==> src/rtl/cpu_pkg.sv <==
// Shared CPU definitions: datapath widths, write-back source
// identifiers and the result bundle carried from execute to write-back.
package cpu_pkg;

    localparam int XLEN       = 32;
    localparam int NREGS      = 32;
    localparam int REG_ADDR_W = 5;

    typedef enum logic {
        WB_ALU = 1'b0,
        WB_MEM = 1'b1
    } wb_src_e;

    typedef struct packed {
        logic [REG_ADDR_W-1:0] rd;
        logic [XLEN-1:0]       data;
    } wb_req_t;

endpackage

==> src/rtl/reg_scoreboard.sv <==
// Pending-write scoreboard: one bit per architectural register,
// set on issue, cleared on write-back, with combinational busy lookups.
module reg_scoreboard
    import cpu_pkg::*;
(
    input  logic                  clk,
    input  logic                  rst,
    input  logic                  set_en_i,
    input  logic [REG_ADDR_W-1:0] set_addr_i,
    input  logic                  clr_en_i,
    input  logic [REG_ADDR_W-1:0] clr_addr_i,
    input  logic [REG_ADDR_W-1:0] rs1_addr_i,
    input  logic [REG_ADDR_W-1:0] rs2_addr_i,
    input  logic [REG_ADDR_W-1:0] chk_addr_i,
    output logic                  rs1_busy_o,
    output logic                  rs2_busy_o,
    output logic                  chk_busy_o
);

    logic [NREGS-1:0] pending_q;
    logic [NREGS-1:0] pending_d;

    always_comb begin
        pending_d = pending_q;
        if (clr_en_i) begin
            pending_d[clr_addr_i] = 1'b0;
        end
        if (set_en_i && set_addr_i != '0) begin
            pending_d[set_addr_i] = 1'b1;
        end
        // x0 is never a real destination
        pending_d[0] = 1'b0;
    end

    always_ff @(posedge clk or posedge rst) begin
        if (rst) begin
            pending_q <= '0;
        end else begin
            pending_q <= pending_d;
        end
    end

    assign rs1_busy_o = pending_q[rs1_addr_i];
    assign rs2_busy_o = pending_q[rs2_addr_i];
    assign chk_busy_o = pending_q[chk_addr_i];

endmodule

==> src/rtl/wb_scoreboard_arbiter.sv <==
// Write-back controller: round-robin ALU/load arbitration onto the single
// register-file write port, registered output stage, hazard scoreboard.
module wb_scoreboard_arbiter
    import cpu_pkg::*;
(
    input  logic                  clk,
    input  logic                  rst,
    input  logic                  issue_valid,
    input  logic [REG_ADDR_W-1:0] issue_rd,
    output logic                  issue_ready,
    input  logic [REG_ADDR_W-1:0] rs1_addr,
    input  logic [REG_ADDR_W-1:0] rs2_addr,
    output logic                  rs1_busy,
    output logic                  rs2_busy,
    input  logic                  alu_valid,
    input  logic [REG_ADDR_W-1:0] alu_rd,
    input  logic [XLEN-1:0]       alu_data,
    output logic                  alu_ready,
    input  logic                  mem_valid,
    input  logic [REG_ADDR_W-1:0] mem_rd,
    input  logic [XLEN-1:0]       mem_data,
    output logic                  mem_ready,
    output logic                  rf_write_enable,
    output logic [REG_ADDR_W-1:0] rf_write_reg,
    output logic [XLEN-1:0]       rf_write_data
);

    wb_src_e               prio_q, prio_d;
    logic                  we_q, we_d;
    logic [REG_ADDR_W-1:0] wreg_q, wreg_d;
    logic [XLEN-1:0]       wdata_q, wdata_d;

    wb_req_t alu_req, mem_req, sel_req;
    logic    gnt_alu, gnt_mem;
    logic    rd_busy, set_en;

    assign alu_req = '{rd: alu_rd, data: alu_data};
    assign mem_req = '{rd: mem_rd, data: mem_data};

    // mem wins a tie only when it holds priority
    assign gnt_mem = mem_valid && (!alu_valid || prio_q == WB_MEM);
    assign gnt_alu = alu_valid && !gnt_mem;

    assign alu_ready = gnt_alu;
    assign mem_ready = gnt_mem;

    always_comb begin
        prio_d  = prio_q;
        sel_req = alu_req;
        we_d    = 1'b0;
        wreg_d  = wreg_q;
        wdata_d = wdata_q;
        if (gnt_mem) begin
            prio_d  = WB_ALU;
            sel_req = mem_req;
        end else if (gnt_alu) begin
            prio_d  = WB_MEM;
        end
        if (gnt_mem || gnt_alu) begin
            we_d    = sel_req.rd != '0;
            wreg_d  = sel_req.rd;
            wdata_d = sel_req.data;
        end
    end

    always_ff @(posedge clk or posedge rst) begin
        if (rst) begin
            prio_q  <= WB_MEM;
            we_q    <= 1'b0;
            wreg_q  <= '0;
            wdata_q <= '0;
        end else begin
            prio_q  <= prio_d;
            we_q    <= we_d;
            wreg_q  <= wreg_d;
            wdata_q <= wdata_d;
        end
    end

    assign rf_write_enable = we_q;
    assign rf_write_reg    = wreg_q;
    assign rf_write_data   = wdata_q;

    // A pending destination blocks issue (WAW); x0 never does
    assign issue_ready = !rd_busy || issue_rd == '0;
    assign set_en      = issue_valid && issue_ready;

    reg_scoreboard u_sb (
        .clk        (clk),
        .rst        (rst),
        .set_en_i   (set_en),
        .set_addr_i (issue_rd),
        .clr_en_i   (we_q),
        .clr_addr_i (wreg_q),
        .rs1_addr_i (rs1_addr),
        .rs2_addr_i (rs2_addr),
        .chk_addr_i (issue_rd),
        .rs1_busy_o (rs1_busy),
        .rs2_busy_o (rs2_busy),
        .chk_busy_o (rd_busy)
    );

endmodule

==> config.mk <==
export PLATFORM = sky130hd
export DESIGN_NAME = wb_scoreboard_arbiter
export DESIGN_NICKNAME = d
export VERILOG_FILES = /design/src/rtl/cpu_pkg.sv /design/src/rtl/reg_scoreboard.sv /design/src/rtl/wb_scoreboard_arbiter.sv
export SDC_FILE = /design/constraint.sdc
export NUM_CORES = 1
export LEC_CHECK = 0
export CORE_MARGIN = 8
export CORE_UTILIZATION = 49
export DETAILED_ROUTE_END_ITERATION = 7
export PLACE_DENSITY = 0.86
export SETUP_SLACK_MARGIN = 0.3
export SLEW_MARGIN = 25
export SYNTH_ARGS = -nofsm -noshare
export SYNTH_HDL_FRONTEND = slang
export SYNTH_SLANG_ARGS = --single-unit
==> constraint.sdc <==
create_clock -name clk -period 4.6 [get_ports clk]
set_input_delay 0.69 -clock clk [delete_from_list [all_inputs] [get_ports clk]]
set_output_delay 0.69 -clock clk [all_outputs]
set_load 0.005 [all_outputs]
* After elaboration in Yosys (flattened, before gate mapping) *
Index checks and enable logic that the tools add are counted.

cells by class
  order comparisons = 6
  multiplexer cells = 16
  bitwise logic cells = 3
  reduce and logical (&&, ||, !) cells = 16

operator list
  kind                                                                                 number
  32-bit 2-to-1 mux                                                                    2
  37-bit 2-to-1 mux                                                                    1
  32-bit AND                                                                           1
  32-bit inverter                                                                      1
  32-bit bitwise OR                                                                    1
  5-bit by 6-bit less-than comparator with 1-bit output, second input constant         4
  1-bit binary-select mux with 5-bit select                                            3
  1-bit demux with 5-bit select                                                        2
  5-bit by 1-bit greater-or-equal comparator with 1-bit output, second input constant  2
  5-bit nonzero test                                                                   2
  1-bit 2-to-1 mux                                                                     8
  1-bit logical AND                                                                    6
  5-bit logical NOT                                                                    1
  1-bit logical NOT                                                                    3
  1-bit logical OR                                                                     3
  2-bit nonzero test                                                                   1

word-level totals
  flip-flop bits (word level) = 70
  input bits = 94
  output and inout bits = 43
  word-level logic and storage cells = 46

* Logic depth before layout (Yosys ltp) *
  depth after elaboration = 9
  gate-level depth with buffers = 7
  gate-level depth less buffers = 5

* Modules after synthesis *
From an unflattened synthesis, not the netlist that was laid out.

second synthesis, totals
  cells, all modules = 376
  area total of the unflattened synthesis = 4,136.5 um^2

by module, submodules not included
  module                 times used  cells each  area an instance (um^2)
  reg_scoreboard         1           229         2,142.1
  wb_scoreboard_arbiter  1           147         1,994.4

* Least setup slack after synthesis *
OpenSTA, ideal clock, no wires.

  path kind = input port to output port
  start point = input issue_rd[1]
  end point = output issue_ready
  data arrival time = 1.986 ns
  slack = 1.924 ns
  cell stages on the path = 6
  buffers on the path = 2
  path through = clkbuf_1 mux4_2 a21oi_2 o211ai_4 buf_6 nor3_2

on the way
  longest elaborated chain between the ends = 4
  elaborated cells between the ends (all ways) = 5
  those cells by class = mux: 2; reduce/logical: 3

RTL lines
  element                                    RTL line                     RTL
  start, declared                            wb_scoreboard_arbiter.sv:9   input logic [REG_ADDR_W-1:0] issue_rd,
  1-bit binary-select mux with 5-bit select  reg_scoreboard.sv:45         assign chk_busy_o = pending_q[chk_addr_i];
  1-bit 2-to-1 mux (not written as such)     reg_scoreboard.sv:45
  1-bit logical NOT                          wb_scoreboard_arbiter.sv:85  assign issue_ready = !rd_busy || issue_rd == '0;
  1-bit logical OR (*)                       wb_scoreboard_arbiter.sv:85
  end, declared                              wb_scoreboard_arbiter.sv:10  output logic issue_ready,

Mark *: on every way between the ends. The rest lies on a longest branch, timed or not. The select of a mux whose other input is x is not followed.

* Worst setup path after layout *
  start point = input issue_rd[3]
  end point = output issue_ready

The elaborated chain is that of the path after synthesis.

==> metrics.md <==
| Metric | Value |
|---|---|
| Status | `finished, final reports clean` |
| Path depth of the worst reg2reg path | `5` |
| Hold_buf cts | `0` |
| Grt total ovfl | `0` |
| Share of the synthesized area in the top cell type | `43.9%` |
| Initial antenna violation count | `0` |
| Most common cell in the synthesized netlist | `nand2_1` |
| Routed WL | `12900 microns` |
| Clk root buf | `clkbuf_8` |
| Startpoint types | `input pin` |
| Setup Skew | `13.9 ps` |
| Power Dens Cells | `399 nW/um^2` |
| Cell taking the most area after synthesis | `dfrtp_1` |
| Layout area overhead | `41.8%` |
| Initial core utilization | `50.6%` |
| CORE AREA | `7770 sq um` |
| CTS sink count | `70` |
| Worst EP required | `3910 ps` |
| Post-Place Cells | `623` |
| Critical Path Source | `issue_rd[3]` |
| Crit path DAT | `3170 ps` |
| Setup ws final | `743 ps` |
| Critical-path cell list | `clkdlybuf4s50_1 -> or3b_1 -> nor2_1 -> a211oi_1 -> o211ai_4 -> nor3_2 -> clkdlybuf4s50_1` |
| Lkg Pwr | `2.25 nW` |
| DP Worst Slack | `540 ps` |
| Worst vdd ir | `0.227 mV` |
| Post-Syn Area | `3930 sq um` |
| Vias | `3779` |
| Fraction of layout cells with a size suffix above 1 | `10.4%` |
| Seq/Total Area, Yosys | `44.6%` |
| Worst Path Max Fanout | `17` |
| Cell family with most CP delay | `buffers and inverters` |
| Critical path buffer and inverter count | `2` |
| CTS tree | `done` |
| CP max-delay cell | `clkdlybuf4s50_1` |
| MaxCap Viol Count | `0` |
| Hold Path Class | `flop to flop` |
| Register bit total from synthesis | `70` |
| Worst r2r src | `u_sb.pending_q[31]` |
| Gp weighted congestion | `0.918` |
| Max Clock Freq | `259 MHz` |
| Synth Instances | `406` |
| Final Cycle Share | `83.8%` |
| Die height | `106 microns` |
| Synth warn | `0` |
| Syn_area_per_cell | `9.69 sq um` |
| # DRC | `0` |
| DR WL/cell | `20.2 microns` |
| Drt first pass iters | `5` |
| Slowest stage delay, CP | `750 ps` |
| Ports | `137` |
| Worst-margin pin slew | `753 ps` |
| Post-synth ARST share | `100%` |
| Synth unique cells | `45` |
| Site Rows | `32` |
| Syn Nets | `500` |
| GRT Overall Usage | `23.0%` |
| CP Depth | `7` |
| Total power | `2.22 mW` |
| Top post-synthesis cells by count | `nand2_1, dfrtp_1, o21ai_0` |
| Post-route ant nets | `0` |
| Worst Setup End Kind | `output pin` |
| Nets | `626` |
| DR iter-0 viols | `249` |
| Synth area leaders | `dfrtp_1, mux4_2, nand2_1` |
| Final setup viols | `0` |
| Most used DFF post-synth | `dfrtp_1` |
| CTS Buf Count | `9` |
| Post-synth EDFFs | `0` |
| Final hold vios | `0` |
| CTS H-tree lvls | `3` |
| IO Port Bufs | `136` |
| Post-route insts no fill | `639` |
| Diode count | `0` |
| CP dominant cell by count | `clkdlybuf4s50_1` |
| Clk buf depth | `2` |
| Reg2reg end | `u_sb.pending_q[31]` |
| Max FFs per register | `32` |
| End of the critical path | `issue_ready` |
| Die area | `11200 sq um` |
| Vias in the first global route | `4033` |
| Pins over their slew limit | `0` |
| RSZ-0062 raised after global routing | `no` |
| Clk_lat worst skew | `340 ps` |
| Die X | `106 microns` |
| Flop-to-flop setup slack | `2730 ps` |
| DP HPWL | `9900 microns` |
| First-pass GRT wire length | `20600 microns` |
| Worst slew margin | `49.8%` |
| Tmin final | `3860 ps` |
| Final setup TNS | `0 ps` |
| Clock slew at reported path FFs | `60 ps` |
| Crit path kind | `input pin to output pin` |
| DR vias/cell | `5.91` |
| Pin count of the biggest net entering global routing | `44` |
-- kinds of logic after synthesis --
group,Yosys count,share of synthesized area (%)
and+or+nand+nor,149,17.5
muxes,42,16.0
DFF,70,44.6
AOI/OAI and AO/OA,117,18.8
buffers and inverters,28,3.15
-- per-stage QoR --
stage | instance area (sq um) | hold WS, ps | util (%)
after CTS | 5580 | 504 | 71.8
after detailed placement | 5370 | 481 | 69.1
after global routing | 5580 | 525 | 71.8
after global placement | 5360 | 474 | 69.0
final | 5580 | 498 | 71.8
after floorplan | 3930 | 474 | -
-- worst min-delay path, stage by stage, from the launching register on --
cell,delay [ps]
dfrtp_1,350
a22oi_1,60
nand2_1,60
-- worst min path at each step --
| stage | slack, ps | start | cells after the start | endpoint |
|---|---|---|---|---|
| floorplan | 470 | prio_q | 2 | prio_q |
| global placement | 470 | rf_write_data[25] | 2 | rf_write_data[25] |
| detailed placement | 480 | rf_write_data[22] | 2 | rf_write_data[22] |
| CTS | 500 | rf_write_data[13] | 2 | rf_write_data[13] |
| global route | 520 | rf_write_data[12] | 2 | rf_write_data[12] |
| finish | 500 | rf_write_data[19] | 2 | rf_write_data[19] |
-- cell type report --
class / instances / area [sq um]
fillers: 568 / 2190
multi-input cells: 308 / 2080
flip-flops and latches: 70 / 1750
repair buffers: 141 / 1400
clock buffers: 12 / 155
well taps: 102 / 128
clock inverters: 4 / 55.1
inverters: 2 / 7.51
-- per-layer routing --
metal | up-vias | GRT usage, % | share of wire (%)
li1 | 1732 | - | -
met1 | 1786 | 26.4 | 37
met2 | 227 | 35.8 | 47
met3 | 34 | 10.7 | 13
met4 | 0 | 10.4 | 2.7
met5 | - | 0 | 0
-- cell usage in the layout, fill, tap and decap left out, types with 2 or more instances in the layout --
| cell | instances |
|---|---|
| a22oi_1 | 32 |
| or3b_1 | 2 |
| mux2i_1 | 19 |
| or3b_2 | 3 |
| or3_1 | 2 |
| o21ai_1 | 16 |
| clkinv_4 | 2 |
| a211oi_1 | 3 |
| clkbuf_8 | 11 |
| nand3_1 | 5 |
| dfrtp_1 | 69 |
| nand3b_1 | 7 |
| nor3b_1 | 2 |
| mux2_2 | 6 |
| mux4_2 | 16 |
| clkdlybuf4s50_1 | 135 |
| o21ai_0 | 43 |
| nor2_1 | 16 |
| o211ai_1 | 2 |
| nand2b_1 | 3 |
| o22ai_1 | 2 |
| a21oi_1 | 4 |
| nand2_1 | 91 |
| o31ai_1 | 8 |
| buf_4 | 5 |
| nor2b_1 | 2 |
| or2_1 | 5 |
| or2_2 | 2 |
-- timing repair --
action,in CTS,in global routing
buffers inserted,0,0
gates resized for setup,0,1
endpoints found under the setup margin,0,1
-- power by group --
| group | internal (mW) | switching (mW) |
|---|---|---|
| registers | 0.786 | 0.201 |
| clock network | 0.282 | 0.230 |
| logic | 0.424 | 0.301 |
| total | 1.49 | 0.731 |
Note: power is estimated with default switching activity, not from simulation.
==> RTL change 1 (config.mk and constraints unchanged) <==
Change the package constant `REG_ADDR_W` from 5 to 7.
--- a/src/rtl/cpu_pkg.sv
+++ b/src/rtl/cpu_pkg.sv
@@ -4,7 +4,7 @@
 
     localparam int XLEN       = 32;
     localparam int NREGS      = 32;
-    localparam int REG_ADDR_W = 5;
+    localparam int REG_ADDR_W = 7;
 
     typedef enum logic {
         WB_ALU = 1'b0,
Interface: changed (6 resized); port bits go from 137 to 149. The function was not compared with the original's and may differ.
==> RTL change 1 against the unedited design <==
- sequential cell count up 2
- fmax fell by 4.2%
- critical path depth unchanged
- area after synthesis up 6.6%
- total power down 7.8%
- setup slack lost 0.17 ns
- clock power grew 10%
- wire length up 4.7%
- largest cell class unchanged
- design area is 6.1% higher
- critical path type unchanged
- clock skew down 0.0038 ns
- sequential power is 10% lower
==> RTL change 1: results (changes against the unedited design) <==
[outcome] run status finished, final reports clean [unchanged]
[placed_design] count of port buffers added during placement 144 [was 136]
[global_route] global-route track usage on met3 10.83% [was 10.72%]
[placed_design] number of cells in the design after placement 648 [was 623]
[drt] met1 WL 4.897 mm [was 4.826 mm]
[placed_design] area of placed instances 5698 sq um [was 5365 sq um]
[drt] first-iteration detailed-routing DRC count 230 [was 249]
[global_route] GR Layer Usage met2 38.97% [was 35.84%]
[layout] share of final-layout standard cells stronger than drive strength 1 9.677% [was 10.43%]
[drt] Vias/cell 5.986 [was 5.914]
[drt] length of routed met2 wiring 6.536 mm [was 6.005 mm]
[synth] main area contributors after synthesis sky130_fd_sc_hd__dfrtp_1 (42%), sky130_fd_sc_hd__mux2i_1 (12%), sky130_fd_sc_hd__mux4_2 (7.5%) [was sky130_fd_sc_hd__dfrtp_1 (44%), sky130_fd_sc_hd__mux4_2 (9.2%), sky130_fd_sc_hd__nand2_1 (8.7%)]
[synth] post-synthesis sequential area ratio 43.00% [was 44.56%]
[drt] Routed WL per cell 20.40 microns [was 20.21 microns]
[power] maximum ir drop on the vdd rail 257.5 uV [was 226.9 uV]
[clock_network] H-tree levels 3 [unchanged]
[global_route] GR Layer Usage met1 26.91% [was 26.44%]
[critical_path] slack of the worst reg-to-reg path 2.92 ns [was 2.73 ns]
[sta] final critical-path share of the clock period 87.56% [was 83.84%]
[drt] detailed-route via count 3969 [was 3779]
[placed_design] placed wire-length estimate 10.33 mm [was 9.897 mm]
[clock_network] number of buffers added by the clock tree synthesis step 9 [unchanged]
[critical_path] path depth of the worst reg2reg path 4 [was 5]
[placed_design] Post-Place Setup Slack 0.6092 ns [was 0.5400 ns]
[global_route] total global-route track usage 23.88% [was 22.96%]
[sta] clock skew after layout 0.01015 ns [was 0.01391 ns]
[drt] number of detailed-route iterations in the first pass 5 [unchanged]
[critical_path] Critical R2R Launch u_sb.pending_q[21] [was u_sb.pending_q[31]]
[synth] post-synthesis cell type count 47 [was 45]
[critical_path] Crit Reg-Reg Endpoint u_sb.pending_q[25] [was u_sb.pending_q[31]]
[synth] mean instance size in the synthesized netlist 9.959 sq um [was 9.689 sq um]
[power] Static Leak 2.290 nW [was 2.249 nW]
[critical_path] startpoint of the worst setup timing path issue_rd[1] [was issue_rd[3]]
[drt] WL met3 1.777 mm [was 1.732 mm]
[synth] nets in the synthesized netlist 525 [was 500]
[synth] Commonest cells post-synth sky130_fd_sc_hd__dfrtp_1 (71), sky130_fd_sc_hd__mux2i_1 (51), sky130_fd_sc_hd__nor2_1 (46), sky130_fd_sc_hd__a21oi_1 (45), sky130_fd_sc_hd__o21ai_0 (43) [was sky130_fd_sc_hd__nand2_1 (91), sky130_fd_sc_hd__dfrtp_1 (69), sky130_fd_sc_hd__o21ai_0 (43), sky130_fd_sc_hd__a22oi_1 (32), sky130_fd_sc_hd__mux2i_1 (19)]
[RTL change 1: changes by cell type after synthesis, moves of 3 or more]
| cell | unedited run | this run |
|---|---|---|
| sky130_fd_sc_hd__o31ai_1 | 8 | 12 |
| sky130_fd_sc_hd__nor3_1 | 0 | 4 |
| sky130_fd_sc_hd__or2_1 | 5 | 0 |
| sky130_fd_sc_hd__nor2_1 | 18 | 46 |
| sky130_fd_sc_hd__nand3_1 | 5 | 10 |
| sky130_fd_sc_hd__inv_1 | 2 | 8 |
| sky130_fd_sc_hd__nor4bb_1 | 0 | 4 |
| sky130_fd_sc_hd__a21oi_1 | 4 | 45 |
| sky130_fd_sc_hd__o21ai_1 | 16 | 5 |
| sky130_fd_sc_hd__mux2i_1 | 19 | 51 |
| sky130_fd_sc_hd__nand2_1 | 91 | 17 |
| sky130_fd_sc_hd__a31oi_1 | 0 | 3 |
| sky130_fd_sc_hd__a22oi_1 | 32 | 0 |
[RTL change 1: critical path, stage by stage]
cell and delay [ns]:
sky130_fd_sc_hd__clkdlybuf4s50_1 0.66, sky130_fd_sc_hd__buf_4 0.22, sky130_fd_sc_hd__mux2_4 0.29, sky130_fd_sc_hd__a32o_1 0.22, sky130_fd_sc_hd__o31a_1 0.32, sky130_fd_sc_hd__nor4_1 0.35
sky130_fd_sc_hd__clkdlybuf4s50_1 0.58
[RTL change 1: layout make-up]
cell class / count / area (sq um)
fill: 621 / 2341
clock inverter: 5 / 81.33
inverter: 8 / 30.03
clock buffer: 10 / 137.6
timing repair buffer: 150 / 1481
sequential: 72 / 1803
multi-input combinational: 313 / 2252
tap: 105 / 131.4
[RTL change 1: worst min path at each step]
| stage | slack (ns) | cells past startpoint | to | from |
|---|---|---|---|---|
| after floorplan | 0.47 | 1 | u_sb.pending_q[14] | u_sb.pending_q[14] |
| after CTS | 0.55 | 1 | u_sb.pending_q[14] | u_sb.pending_q[14] |
| after global placement | 0.52 | 2 | prio_q | prio_q |
| after detailed placement | 0.53 | 1 | u_sb.pending_q[14] | u_sb.pending_q[14] |
| final | 0.55 | 1 | u_sb.pending_q[14] | u_sb.pending_q[14] |
| after global routing | 0.58 | 1 | u_sb.pending_q[14] | u_sb.pending_q[14] |
[RTL change 1: kinds of logic (layout without fill, tap and decap cells)]
group | count (synthesis) | in the layout | share of synthesized area, %
compound gates | 124 | 124 | 16.89
mux | 74 | 74 | 22.20
flops | 72 | 72 | 43.00
buf+inv | 36 | 173 | 3.551
simple gates | 115 | 115 | 14.35
[RTL change 1: power groups by stage]
stage               Clock, mW  Combinational (mW)  Sequential (mW)
floorplan                   0               0.332            0.846
global placement            0               0.582            0.881
detailed placement          0               0.599            0.893
CTS                     0.568               0.604            0.881
global route            0.593               0.660            0.901
finish                  0.563               0.601            0.886
==> RTL change 2 (same flow settings) <==
Made on the original files. Make the reset (`rst`) synchronous in 2 clocked blocks.
--- a/src/rtl/reg_scoreboard.sv
+++ b/src/rtl/reg_scoreboard.sv
@@ -32,7 +32,7 @@
         pending_d[0] = 1'b0;
     end
 
-    always_ff @(posedge clk or posedge rst) begin
+    always_ff @(posedge clk) begin
         if (rst) begin
             pending_q <= '0;
         end else begin
--- a/src/rtl/wb_scoreboard_arbiter.sv
+++ b/src/rtl/wb_scoreboard_arbiter.sv
@@ -63,7 +63,7 @@
         end
     end
 
-    always_ff @(posedge clk or posedge rst) begin
+    always_ff @(posedge clk) begin
         if (rst) begin
             prio_q  <= WB_MEM;
             we_q    <= 1'b0;
Behaviour: differs if rst is asserted again (counterexample within 4 cycles, from zero or initial values and one cycle with rst high); with rst held inactive, the same outputs for 4 cycles.
==> RTL change 2 against the unedited design <==
- area after synthesis fell by 1.8%
- sequential cell count did not move
- global-route usage fell by 1.4 points
- register-to-register slack improved by 0.02 ns
- wire length fell by 7.1%
- design area fell by 2.4%
- setup slack got worse by 0.11 ns
Power is not compared: it rests on default switching activity, and its combinational part moved more than twofold at a synthesized area within 25%.
==> RTL change 2: results (changes against the unedited design) <==
[worst_hold_path] Worst Hold Endpoint rf_write_data[31] [was rf_write_data[19]]
[synth] Commonest cells post-synth sky130_fd_sc_hd__nand2_1 (82), sky130_fd_sc_hd__dfxtp_1 (70), sky130_fd_sc_hd__mux2i_1 (44), sky130_fd_sc_hd__mux4_2 (24), sky130_fd_sc_hd__o21ai_1 (24) [was sky130_fd_sc_hd__nand2_1 (91), sky130_fd_sc_hd__dfrtp_1 (69), sky130_fd_sc_hd__o21ai_0 (43), sky130_fd_sc_hd__a22oi_1 (32), sky130_fd_sc_hd__mux2i_1 (19)]
[global_route] GR Layer Usage met2 34.98% [was 35.84%]
[layout] Filler Cells Inserted 583 [was 568]
[global_route] largest net degree at the start of global routing 35 [was 44]
[synth] FFs w/ async S/R, synth 0% [was 100.0%]
[layout] net count of the finished layout 629 [was 626]
[global_route] global-route track usage on met3 8.784% [was 10.72%]
[synth] main area contributors after synthesis sky130_fd_sc_hd__dfxtp_1 (36%), sky130_fd_sc_hd__mux4_2 (14%), sky130_fd_sc_hd__mux2i_1 (11%) [was sky130_fd_sc_hd__dfrtp_1 (44%), sky130_fd_sc_hd__mux4_2 (9.2%), sky130_fd_sc_hd__nand2_1 (8.7%)]
[synth] nets in the synthesized netlist 509 [was 500]
[drt] WL met3 1.319 mm [was 1.732 mm]
[outcome] run status finished, final reports clean [unchanged]
[placed_design] Post-Place Setup Slack 0.6013 ns [was 0.5400 ns]
[critical_path] slack of the worst reg-to-reg path 2.75 ns [was 2.73 ns]
[placed_design] placed wire-length estimate 9.571 mm [was 9.897 mm]
[global_route] wire length of the first global-routing pass 19.59 mm [was 20.60 mm]
[global_route] total global-route track usage 21.58% [was 22.96%]
[drt] length of routed met2 wiring 5.620 mm [was 6.005 mm]
[drt] met1 WL 4.685 mm [was 4.826 mm]
[drt] first-iteration detailed-routing DRC count 170 [was 249]
[synth] post-synthesis cell type count 37 [was 45]
[sta] Fin Hold WS 0.4539 ns [was 0.4983 ns]
[critical_path] Crit Reg-Reg Endpoint rf_write_data[21] [was u_sb.pending_q[31]]
[global_route] GR Layer Usage met1 24.65% [was 26.44%]
[drt] Routed WL per cell 18.68 microns [was 20.21 microns]
## RTL change 2: cell families (layout without fill, tap and decap cells)
kind of cell	Yosys count	in the layout	synth area share, %
AND/OR/NAND/NOR	145	145	17.27
AO/OA/AOI/OAI	94	94	16.11
multiplexers	70	70	25.99
flip-flops	70	70	36.29
buffers and inverters	36	161	4.342
## RTL change 2: worst max-delay path by stage
stage / start / to / slack (ns) / cells after the start
final: rs2_addr[0] / rs2_busy / 0.63 / 5
after detailed placement: rs2_addr[0] / rs2_busy / 0.60 / 5
after CTS: rs2_addr[0] / rs2_busy / 0.60 / 5
after global placement: rs1_addr[0] / rs1_busy / 0.69 / 5
after global routing: rs2_addr[0] / rs2_busy / 0.51 / 5
after floorplan: rs1_addr[0] / rs1_busy / 1.75 / 4
## RTL change 2: critical path, cell delays in order
cell                              delay, ns
sky130_fd_sc_hd__clkdlybuf4s50_1       0.80
sky130_fd_sc_hd__mux4_2                0.58
sky130_fd_sc_hd__mux4_2                0.49
sky130_fd_sc_hd__mux2_2                0.27
sky130_fd_sc_hd__clkdlybuf4s50_1       0.44
## RTL change 2: metrics by stage
stage	std cells	cell area (sq um)	util (%)	total power [mW]
4_1_cts	642	5433	70.67	1.430
5_1_grt	642	5443	70.80	1.483
6_report	642	5443	70.80	1.421
3_3_place_gp	626	5243	68.20	0.9528
2_1_floorplan	415	3861	-	0.7908
3_5_place_dp	626	5243	68.20	0.9604
## RTL change 2: final cells by class
type | instances | area, sq um | share of cell area, %
multi-input combinational | 309 | 2313 | 42.51
clock inverter | 6 | 62.56 | 1.149
sequential | 70 | 1401 | 25.75
tap | 102 | 127.6 | 2.345
inverter | 5 | 18.77 | 0.3448
timing repair buffer | 140 | 1391 | 25.56
clock buffer | 10 | 127.6 | 2.345
